==> src/rtl/dtw_pkg.sv <==
// ---------------------------------------------------------------------------
// dtw_pkg
// Shared definitions for the DTW result filter:
//   - dtw_state_e : filter FSM state encoding (exposed on the debug port)
//   - W_QID/W_POS/W_VAL : word index of each field inside a 3-word record
//   - MATCH_BIT   : bit of the third output word that carries the match flag
// Helper functions classify states of the read phase.
// ---------------------------------------------------------------------------
package dtw_pkg;

  typedef enum logic [2:0] {
    ST_IDLE    = 3'd0,
    ST_RD_QID  = 3'd1,
    ST_RD_POS  = 3'd2,
    ST_RD_VAL  = 3'd3,
    ST_OUT_QID = 3'd4,
    ST_OUT_POS = 3'd5,
    ST_OUT_VAL = 3'd6
  } dtw_state_e;

  localparam logic [1:0] W_QID = 2'd0;
  localparam logic [1:0] W_POS = 2'd1;
  localparam logic [1:0] W_VAL = 2'd2;

  localparam int MATCH_BIT = 31;

  // True in the three states that pop one FIFO word each.
  function automatic logic is_read_state(input dtw_state_e s);
    return (s == ST_RD_QID) || (s == ST_RD_POS) || (s == ST_RD_VAL);
  endfunction

  // Record word index that a read state captures.
  function automatic logic [1:0] read_index(input dtw_state_e s);
    logic [1:0] idx;
    case (s)
      ST_RD_POS: idx = W_POS;
      ST_RD_VAL: idx = W_VAL;
      default:   idx = W_QID;
    endcase
    return idx;
  endfunction

endpackage

==> src/rtl/dtw_axis_out_reg.sv <==
// ---------------------------------------------------------------------------
// dtw_axis_out_reg
// Single-entry AXI-Stream output register. Holds tdata/tlast/tvalid.
// Ports:
//   clk, rst      : clock, asynchronous active-low reset (clears everything)
//   load_i        : capture data_i/last_i and raise tvalid
//   data_i,last_i : beat to load
//   clear_i       : drop tvalid/tlast (data is kept)
//   tdata_o, tlast_o, tvalid_o : registered stream outputs
// The owner only loads/clears on a completed handshake, so the outputs stay
// stable while the sink stalls.
// ---------------------------------------------------------------------------
module dtw_axis_out_reg #(
  parameter int AXIS_WIDTH = 32
) (
  input  logic                  clk,
  input  logic                  rst,
  input  logic                  load_i,
  input  logic [AXIS_WIDTH-1:0] data_i,
  input  logic                  last_i,
  input  logic                  clear_i,
  output logic [AXIS_WIDTH-1:0] tdata_o,
  output logic                  tlast_o,
  output logic                  tvalid_o
);

  logic [AXIS_WIDTH-1:0] tdata_q;
  logic                  tlast_q;
  logic                  tvalid_q;

  always_ff @(posedge clk or negedge rst) begin
    if (!rst) begin
      tdata_q  <= '0;
      tlast_q  <= 1'b0;
      tvalid_q <= 1'b0;
    end else if (load_i) begin
      tdata_q  <= data_i;
      tlast_q  <= last_i;
      tvalid_q <= 1'b1;
    end else if (clear_i) begin
      tlast_q  <= 1'b0;
      tvalid_q <= 1'b0;
    end
  end

  assign tdata_o  = tdata_q;
  assign tlast_o  = tlast_q;
  assign tvalid_o = tvalid_q;

endmodule

==> src/rtl/dtw_result_filter.sv <==
// ---------------------------------------------------------------------------
// dtw_result_filter
// Reads 3-word DTW result records {qid, position, minval} from an FWFT FIFO,
// flags a match when minval <= threshold, counts records and matches, and
// re-emits each record as a 3-beat AXI-Stream packet:
//   qid, position, {match, 15'b0, minval}  (tlast on the third beat)
// Build option: define DTW_FILTER_DROP_EN to discard non-matching records
// (they are still counted in n_records).
// Ports:
//   clk, rst           : clock, asynchronous active-low reset
//   enable             : allows a new record read to start from IDLE
//   threshold          : unsigned match limit, sampled when minval is popped
//   res_fifo_rden/empty/data : FWFT FIFO pop, empty flag, head word
//   m_axis_tdata/tvalid/tready/tlast : AXI-Stream master
//   busy               : FSM not in IDLE
//   n_records, n_match : wrapping 32-bit record / match counters
//   cnt_preset, cnt_preset_val : load both counters with a value
//   dbg_state          : current FSM state
// Stream handshake: a beat transfers on a clock edge where tvalid && tready;
// once tvalid is raised the beat (tdata/tlast) is held until that edge.
// ---------------------------------------------------------------------------
module dtw_result_filter
  import dtw_pkg::*;
#(
  parameter int WIDTH      = 16,
  parameter int AXIS_WIDTH = 32
) (
  input  logic                  clk,
  input  logic                  rst,
  input  logic                  enable,
  input  logic [WIDTH-1:0]      threshold,
  output logic                  res_fifo_rden,
  input  logic                  res_fifo_empty,
  input  logic [AXIS_WIDTH-1:0] res_fifo_data,
  output logic [AXIS_WIDTH-1:0] m_axis_tdata,
  output logic                  m_axis_tvalid,
  input  logic                  m_axis_tready,
  output logic                  m_axis_tlast,
  output logic                  busy,
  output logic [31:0]           n_records,
  output logic [31:0]           n_match,
  input  logic                  cnt_preset,
  input  logic [31:0]           cnt_preset_val,
  output logic [2:0]            dbg_state
);

  dtw_state_e state_q, state_d;

  logic [AXIS_WIDTH-1:0] qid_q, pos_q, val_q;
  logic [31:0]           n_records_q, n_records_d;
  logic [31:0]           n_match_q, n_match_d;

  logic                  rd_fire;
  logic                  hs;
  logic                  cap_en;
  logic [1:0]            cap_idx;
  logic [AXIS_WIDTH-1:0] cap_data;
  logic [WIDTH-1:0]      minval;
  logic                  match;
  logic [AXIS_WIDTH-1:0] val_word;

  logic                  out_load;
  logic [AXIS_WIDTH-1:0] out_data;
  logic                  out_last;
  logic                  out_clear;

  // Match decision on the head word while in RD_VAL; only used on a pop.
  assign minval = res_fifo_data[WIDTH-1:0];
  assign match  = (minval <= threshold);
  assign hs     = m_axis_tvalid && m_axis_tready;

  always_comb begin
    val_word            = '0;
    val_word[WIDTH-1:0] = minval;
    val_word[MATCH_BIT] = match;
  end

  // A read state pops only when the FIFO shows data, so rden never
  // coincides with empty.
  assign rd_fire       = is_read_state(state_q) && !res_fifo_empty;
  assign res_fifo_rden = rd_fire;
  assign cap_en        = rd_fire;
  assign cap_idx       = read_index(state_q);
  assign cap_data      = (state_q == ST_RD_VAL) ? val_word : res_fifo_data;

  // Next state and output-register control.
  always_comb begin
    state_d   = state_q;
    out_load  = 1'b0;
    out_data  = '0;
    out_last  = 1'b0;
    out_clear = 1'b0;
    case (state_q)
      ST_IDLE: begin
        if (enable) state_d = ST_RD_QID;
      end
      ST_RD_QID: begin
        if (rd_fire) state_d = ST_RD_POS;
      end
      ST_RD_POS: begin
        if (rd_fire) state_d = ST_RD_VAL;
      end
      ST_RD_VAL: begin
        if (rd_fire) begin
`ifdef DTW_FILTER_DROP_EN
          if (!match) begin
            state_d = ST_IDLE;
          end else begin
            out_load = 1'b1;
            out_data = qid_q;
            state_d  = ST_OUT_QID;
          end
`else
          out_load = 1'b1;
          out_data = qid_q;
          state_d  = ST_OUT_QID;
`endif
        end
      end
      ST_OUT_QID: begin
        if (hs) begin
          out_load = 1'b1;
          out_data = pos_q;
          state_d  = ST_OUT_POS;
        end
      end
      ST_OUT_POS: begin
        if (hs) begin
          out_load = 1'b1;
          out_data = val_q;
          out_last = 1'b1;
          state_d  = ST_OUT_VAL;
        end
      end
      ST_OUT_VAL: begin
        if (hs) begin
          out_clear = 1'b1;
          state_d   = ST_IDLE;
        end
      end
      default: state_d = ST_IDLE;
    endcase
  end

  // Counters advance in the RD_VAL pop cycle; a preset takes priority.
  always_comb begin
    n_records_d = n_records_q;
    n_match_d   = n_match_q;
    if (cnt_preset) begin
      n_records_d = cnt_preset_val;
      n_match_d   = cnt_preset_val;
    end else if (rd_fire && (state_q == ST_RD_VAL)) begin
      n_records_d = n_records_q + 32'd1;
      if (match) n_match_d = n_match_q + 32'd1;
    end
  end

  always_ff @(posedge clk or negedge rst) begin
    if (!rst) begin
      state_q     <= ST_IDLE;
      n_records_q <= '0;
      n_match_q   <= '0;
    end else begin
      state_q     <= state_d;
      n_records_q <= n_records_d;
      n_match_q   <= n_match_d;
    end
  end

  // Record capture, same cycle as the pop.
  always_ff @(posedge clk or negedge rst) begin
    if (!rst) begin
      qid_q <= '0;
      pos_q <= '0;
      val_q <= '0;
    end else if (cap_en) begin
      case (cap_idx)
        W_QID:   qid_q <= cap_data;
        W_POS:   pos_q <= cap_data;
        W_VAL:   val_q <= cap_data;
        default: ;
      endcase
    end
  end

  dtw_axis_out_reg #(
    .AXIS_WIDTH(AXIS_WIDTH)
  ) u_out_reg (
    .clk      (clk),
    .rst      (rst),
    .load_i   (out_load),
    .data_i   (out_data),
    .last_i   (out_last),
    .clear_i  (out_clear),
    .tdata_o  (m_axis_tdata),
    .tlast_o  (m_axis_tlast),
    .tvalid_o (m_axis_tvalid)
  );

  assign busy      = (state_q != ST_IDLE);
  assign n_records = n_records_q;
  assign n_match   = n_match_q;
  assign dbg_state = state_q;

endmodule

==> config.mk <==
export PLATFORM = sky130hd
export DESIGN_NAME = dtw_result_filter
export DESIGN_NICKNAME = d
export VERILOG_FILES = /design/src/rtl/dtw_pkg.sv /design/src/rtl/dtw_axis_out_reg.sv /design/src/rtl/dtw_result_filter.sv
export SDC_FILE = /design/constraint.sdc
export NUM_CORES = 1
export LEC_CHECK = 0
export CAP_MARGIN = 20
export CORE_MARGIN = 2
export CORE_UTILIZATION = 51
export DETAILED_ROUTE_END_ITERATION = 7
export GPL_ROUTABILITY_DRIVEN = 0
export GPL_TIMING_DRIVEN = 0
export PLACE_DENSITY = 0.9
export SLEW_MARGIN = 20
export SYNTH_ARGS = -nofsm -noshare
export SYNTH_HDL_FRONTEND = slang
export SYNTH_SLANG_ARGS = --single-unit
==> constraint.sdc <==
create_clock -name clk -period 3.9 [get_ports clk]
set_input_delay 0.39 -clock clk [delete_from_list [all_inputs] [get_ports clk]]
set_output_delay 0.39 -clock clk [all_outputs]
set_load 0.01 [all_outputs]
==> impl_results.md, run 1 <==
- Pwr/cell area: 603 nW/um^2
- Vias/cell: 6.20
- Synth unique cells: 49
- Yosys warnings: 0
- Clk root buf: clkbuf_16
- Rel. slew slack: 23.8%
- Die width: 140 um
- TritonCTS Buffers: 17
- Die area: 19500 um^2
- TritonCTS clock tree: yes
- Boundary pin count: 189
- Core Region: 18000 um^2
- Fin nets: 1256
- HPWL Detailed: 20200 um
- Syn Inst Count: 943
- Antenna diode count: 0
- Max-cap viol count: 0
- Worst Setup Start Kind: input pin
- Period utilisation layout: 86.5%
- Final Setup Violations: 0
- #FFs+latches synth: 197
- IO buf count: 187
- Synth area leaders: dfrtp_1 (52%), mux2_2 (6.5%), nand2_1 (5.8%)
- Crit path kind: input pin to flop
- Synthesized-area fraction occupied by adder cells: 2.40%
- Main combinational cell family by area after synthesis: simple AND/OR/NAND/NOR gates
- Fmax achieved: 0.296 GHz
- First-pass GRT wire length: 45600 um
- Reg2reg path depth: 7
- Synth top area share: 52.5%
- Clock Pin Slew Worst Setup and Hold Paths: 0.08 ns
- Die Y: 140 um
- R2R setup slack: 0.67 ns
- GRT Overall Usage: 29.4%
- Final Skew: 0.0134 ns
- CP max FO: 10
- Area grow syn2layout: 30.6%
- Final Critical Period: 3.37 ns
- Worst Max-Slew Pin Slew: 1.13 ns
- Required time of the worst setup path: 4.24 ns
- Number of routed nets with antenna violations: 0
- Fraction of the mapped netlist area in simple logic gates: 19.4%
- Max Slew Vio Count: 0
- Share of synthesized area spent on multiplexers: 6.58%
- Worst Hold Slack: 0.436 ns
- Syn_nets: 1047
- Routed via count: 8637
- Row count: 49
- Peak supply drop: 447 uV
- Synthesized area: 9390 um^2
- Iteration-0 DRC Markers: 1132
- Overall power: 7390 uW
- Non-filler cells, final: 1394
- Setup TNS: 0 ns
- DRC Markers: 0
- Clock sink count: 197
- # fillers: 1280
- DRT Pass-1 Iters: 7
- Post-synthesis sequential area ratio: 52.5%
- Async set-or-reset flop fraction in the synthesized netlist: 100%
- Avg Cell Area, Syn: 9.96 um^2
- Post-CTS Resized: 0
- Worst R2R Start: dbg_state[2]$_DFFE_PN0P_
- Most common cell after layout, fill and taps aside: dfrtp_1
- Overflow after GRT: 0
- Starting Density: 52.1%
- Initial antenna violation count: 0
- Status: finished, final reports clean
- Seq. cell area: 4930 um^2
- Final wirelength: 28800 um
- Pin count of the biggest net entering global routing: 79
- R2R Path End: n_records[27]$_DFFE_PN0P_
- XOR/XNOR Fraction of Synth Area: 2.80%
- Post-placement cell count: 1361
- Share of layout cells above drive strength 1: 8.33%
- H-tree depth: 4
- CP endpoint kind: flop
- Main synth FF type: dfrtp_1
- Post-synthesis compound-gate area fraction: 13.0%
- Most frequent cells in the layout: dfrtp_1 (197), clkdlybuf4s50_1 (186), nand2_1 (146)
- WP data arrival: 3.71 ns
- Worst skew pair latency: 0.44 ns
- EDFF count, synth: 0
- Area leader, netlist: dfrtp_1
- Hold Violations, Final: 0
- RSZ-0062 raised after global routing: false
- Leak pwr: 0.00516 uW
- Multi-input gate area: 4160 um^2
- Hold crit path type: input pin to asynchronous set/reset pin
- Max Root-Sink Buffers: 2
- Vias in the first global route: 8671
- Drt wl/cell: 20.7 um
cells in the mapped netlist, types with 4 or more instances:
master / n
nand4_1: 15
xnor2_1: 16
nor3_1: 28
nor4b_1: 5
clkbuf_1: 47
a222oi_1: 32
nor2_1: 78
o21ai_0: 34
buf_2: 4
nor2b_1: 6
a31oi_1: 7
a311oi_1: 8
nand2b_1: 8
nand2_1: 146
xor2_1: 14
dfrtp_1: 197
ha_1: 18
o311a_1: 5
and2_1: 20
a211oi_1: 15
nor4_1: 14
inv_1: 28
a21oi_1: 54
and4_1: 11
a21boi_0: 6
and3_1: 10
o31ai_1: 4
nand3_1: 29
mux2_2: 54
worst max-delay path, cell delays in order:
cell             delay [ns]
clkdlybuf4s50_1        0.50
ha_1                   0.35
nand4_1                0.27
nor4_1                 0.46
a21boi_0               0.31
o31a_1                 0.47
clkbuf_1               0.53
nor4_1                 0.15
a211oi_1               0.26
cell families (layout without fill, tap and decap cells):
logic type,after synthesis,in the layout
buf+inv,83,305
compound gates,178,178
flops,197,197
fa+ha+maj,18,18
mux,55,55
xor+xnor,30,30
simple gates,382,382
cell type report:
class	instances	share of cell area [%]
flip-flops and latches	197	40.2
multi-input cells	663	33.9
repair buffers	190	15.8
clock buffers	17	3.47
well taps	229	2.34
plain buffers	54	1.69
clock inverters	15	1.66
inverters	29	0.888
flip-flops by register name, indices dropped and copies added, names as in the netlist:
signal              count
dbg_state               3
n_match                32
n_records              32
pos_q                  32
qid_q                  32
u_out_reg.tdata_o      32
u_out_reg.tlast_o       1
u_out_reg.tvalid_o      1
val_q                  32
power by group:
group	switching, uW	internal (uW)	total (uW)
combinational	1200	1160	2350
clock	901	934	1840
sequential	490	2710	3200
total	2590	4800	7390
worst max path at each step:
stage,start,end,slack [ns]
2_1_floorplan,threshold[13],n_match[30]$_DFFE_PN0P_,1.51
3_3_place_gp,rst,u_out_reg.tdata_o[12]$_DFFE_PN0P_,-5.64
3_5_place_dp,res_fifo_data[13],n_match[24]$_DFFE_PN0P_,0.17
4_1_cts,res_fifo_data[13],n_match[24]$_DFFE_PN0P_,0.60
5_1_grt,res_fifo_data[13],n_match[28]$_DFFE_PN0P_,0.32
6_report,res_fifo_data[13],n_match[27]$_DFFE_PN0P_,0.53
layer usage:
layer / vias to the layer above / global-route usage, % / routed length [um]
met1: 4174 / 38.0 / 11000
met5: - / 0 / 0
met3: 82 / 5.33 / 2830
met4: 0 / 11.3 / 860
met2: 563 / 49.4 / 14100
li1: 3818 / - / -
per-stage QoR:
| step | cell area (um^2) | worst slack, ns | utilization (%) |
|---|---|---|---|
| 3_3_place_gp | 11500 | -5.64 | 64.1 |
| 4_1_cts | 12300 | 0.605 | 68.0 |
| 2_1_floorplan | 9390 | 1.51 | - |
| 5_1_grt | 12300 | 0.320 | 68.0 |
| 6_report | 12300 | 0.525 | 68.0 |
| 3_5_place_dp | 11600 | 0.167 | 64.4 |
what timing repair did:
item,in CTS,in global routing
hold buffers,1,0
buffers inserted,0,0
endpoints found under the hold margin,44,0
No activity file was read; power rests on OpenSTA's default activity.
==> run 2: changes to the inputs <==
CTS_CLUSTER_SIZE = 30   (was default)
==> results of run 2 <==
No change in the layout: final DEF, timing and power equal those of run 1.
==> run 3: changes to the inputs <==
CELL_PAD_IN_SITES_DETAIL_PLACEMENT = 1   (was default)
CELL_PAD_IN_SITES_GLOBAL_PLACEMENT = 2   (was default)
CORE_UTILIZATION = 35   (was 51)
CTS_CLUSTER_DIAMETER = 50   (was default)
PLACE_DENSITY = 0.95   (was 0.9)
==> impl_results.md, run 3 (synthesis gave the netlist of run 1 again) <==
- Hold crit path type: input pin to asynchronous set/reset pin
- Hold Violations, Final: 0
- Largest stage delay on the critical path: 0.62 ns
- First-pass GRT wire length: 52000 um
- Antenna diode count: 0
- Required time of the worst setup path: 4.24 ns
- Routed via count: 8446
- CP max FO: 10
- CP cell instances: clkdlybuf4s50_1 -> ha_1 -> nand4_1 -> nor4_1 -> a21boi_0 -> o31a_1 -> clkbuf_1 -> nor3_1 -> nor4_1
- Post-CTS Resized: 0
- Die width: 168 um
- Clock power share: 25.8%
- Max Slew Vio Count: 0
- H-tree depth: 4
- Core Region: 26200 um^2
- WP data arrival: 4.03 ns
- Clock Pin Slew Worst Setup and Hold Paths: 0.09 ns
- PnR worst setup slack: 0.208 ns
- Die area: 28200 um^2
- Max-cap viol count: 0
- Most frequent cells in the layout: dfrtp_1 (197), clkdlybuf4s50_1 (186), nand2_1 (146)
- Combinational share of power: 31.6%
- Pin count of the biggest net entering global routing: 79
- GRT Overall Usage: 23.7%
- HPWL Detailed: 23500 um
- Starting Density: 35.8%
- Layout Utilization: 47.4%
- Final Critical Period: 3.69 ns
- Detail Route met3 WL: 2000 um
- Leak pwr: 0.00517 uW
- Fin nets: 1256
- Period utilisation layout: 94.7%
- DRT Pass-1 Iters: 6
- Final wirelength: 32800 um
- M1 wire length: 14000 um
- Max Root-Sink Buffers: 2
- Final Skew: 0.0134 ns
- Initial antenna violation count: 1
- Flop pwr share: 42.5%
- Die Y: 168 um
- Crit-path most repeated cell: nor4_1
- CP max stage cell: nor4_1
- RSZ-0062 raised after global routing: false
- Met2 routed wirelength: 16000 um
- Pwr/cell area: 604 nW/um^2
- Number of routed nets with antenna violations: 0
- Share of layout cells above drive strength 1: 8.41%
- Switching portion of total power: 36.3%
- Vias/cell: 5.63
- Sw Pwr: 2720 uW
- TritonCTS clock tree: yes
- Worst Max-Slew Pin Slew: 1.03 ns
- Worst Setup Start Kind: input pin
- Worst skew pair latency: 0.44 ns
- Area grow syn2layout: 32.3%
- DRC Markers: 0
- Uppermost layer routed: met5
- Final Setup Violations: 0
- Worst Hold Slack: 0.421 ns
- # fillers: 2945
- TritonCTS Buffers: 17
- Boundary pin count: 189
- CP endpoint kind: flop
- Fmax achieved: 0.271 GHz
- Clk root buf: clkbuf_16
- Clock sink count: 197
- Row count: 59
- R2R setup slack: 0.83 ns
- Iteration-0 DRC Markers: 564
- Placement Setup Slack: -0.0929 ns
- Overflow after GRT: 0
- Vias in the first global route: 9119
- Status: finished, final reports clean
- Drt wl/cell: 21.8 um
- IO buf count: 187
- Crit path kind: input pin to flop
- Rel. slew slack: 30.7%
- Peak supply drop: 371 uV
- Most common cell after layout, fill and taps aside: dfrtp_1
- Cell-internal power: 4780 uW
run 3: worst paths after layout:
| path | to | from | cells after the start |
|---|---|---|---|
| worst min register to register | u_out_reg.tdata_o[24]$_DFFE_PN0P_ | u_out_reg.tdata_o[24]$_DFFE_PN0P_ | 2 |
| max in group asynchronous | pos_q[13]$_DFFE_PN0P_ | rst | 4 |
| worst max register to register | n_match[9]$_DFFE_PN0P_ | dbg_state[0]$_DFFE_PN0P_ | 8 |
| worst max-delay path | n_match[24]$_DFFE_PN0P_ | res_fifo_data[13] | 9 |
| min in group clk | n_match[25]$_DFFE_PN0P_ | cnt_preset | 3 |
| worst min-delay path | n_records[13]$_DFFE_PN0P_ | rst | 2 |
run 3: critical path, delay by kind of cell:
family                   cells  cell delay, ns
AO/OA/AOI/OAI                2            0.87
adder cells (fa/ha/maj)      1            0.34
AND/OR/NAND/NOR              4            1.31
buffers and inverters        2            1.10
run 3: routing by layer:
layer,up-vias,global-route usage [%]
met3,52,4.33
li1,3816,-
met4,2,6.96
met5,-,0
met1,4274,30.4
met2,302,41.1
run 3: through the flow:
step	instances	instance area, um^2	total power, uW	TNS [ns]
5_1_grt	1500	12400	7940	0
4_1_cts	1500	12400	7560	0
3_5_place_dp	1467	11800	5590	-0.235
2_1_floorplan	943	9390	4330	0
3_3_place_gp	1465	11700	5440	-1197.06
6_report	1500	12400	7500	0
run 3: power groups by stage:
stage	Sequential [uW]	Combinational (uW)	Clock, uW
4_1_cts	3180	2410	1970
3_5_place_dp	3210	2380	0
5_1_grt	3280	2620	2040
3_3_place_gp	3170	2270	0
2_1_floorplan	3190	1150	0
6_report	3190	2370	1940
run 3: area by class of cell:
class                      count  area [um^2]  area share [%]
clock inverter                15          228            1.83
timing repair buffer         190         1940            15.6
buffer                        54          208            1.67
clock buffer                  17          425            3.42
inverter                      29          109           0.876
sequential                   197         4930            39.7
multi-input combinational    663         4160            33.5
tap                          335          419            3.37
run 3: timing repair:
item,in CTS,in global routing
hold endpoints to repair,43,0
hold buffers,1,0
buffers inserted,0,0
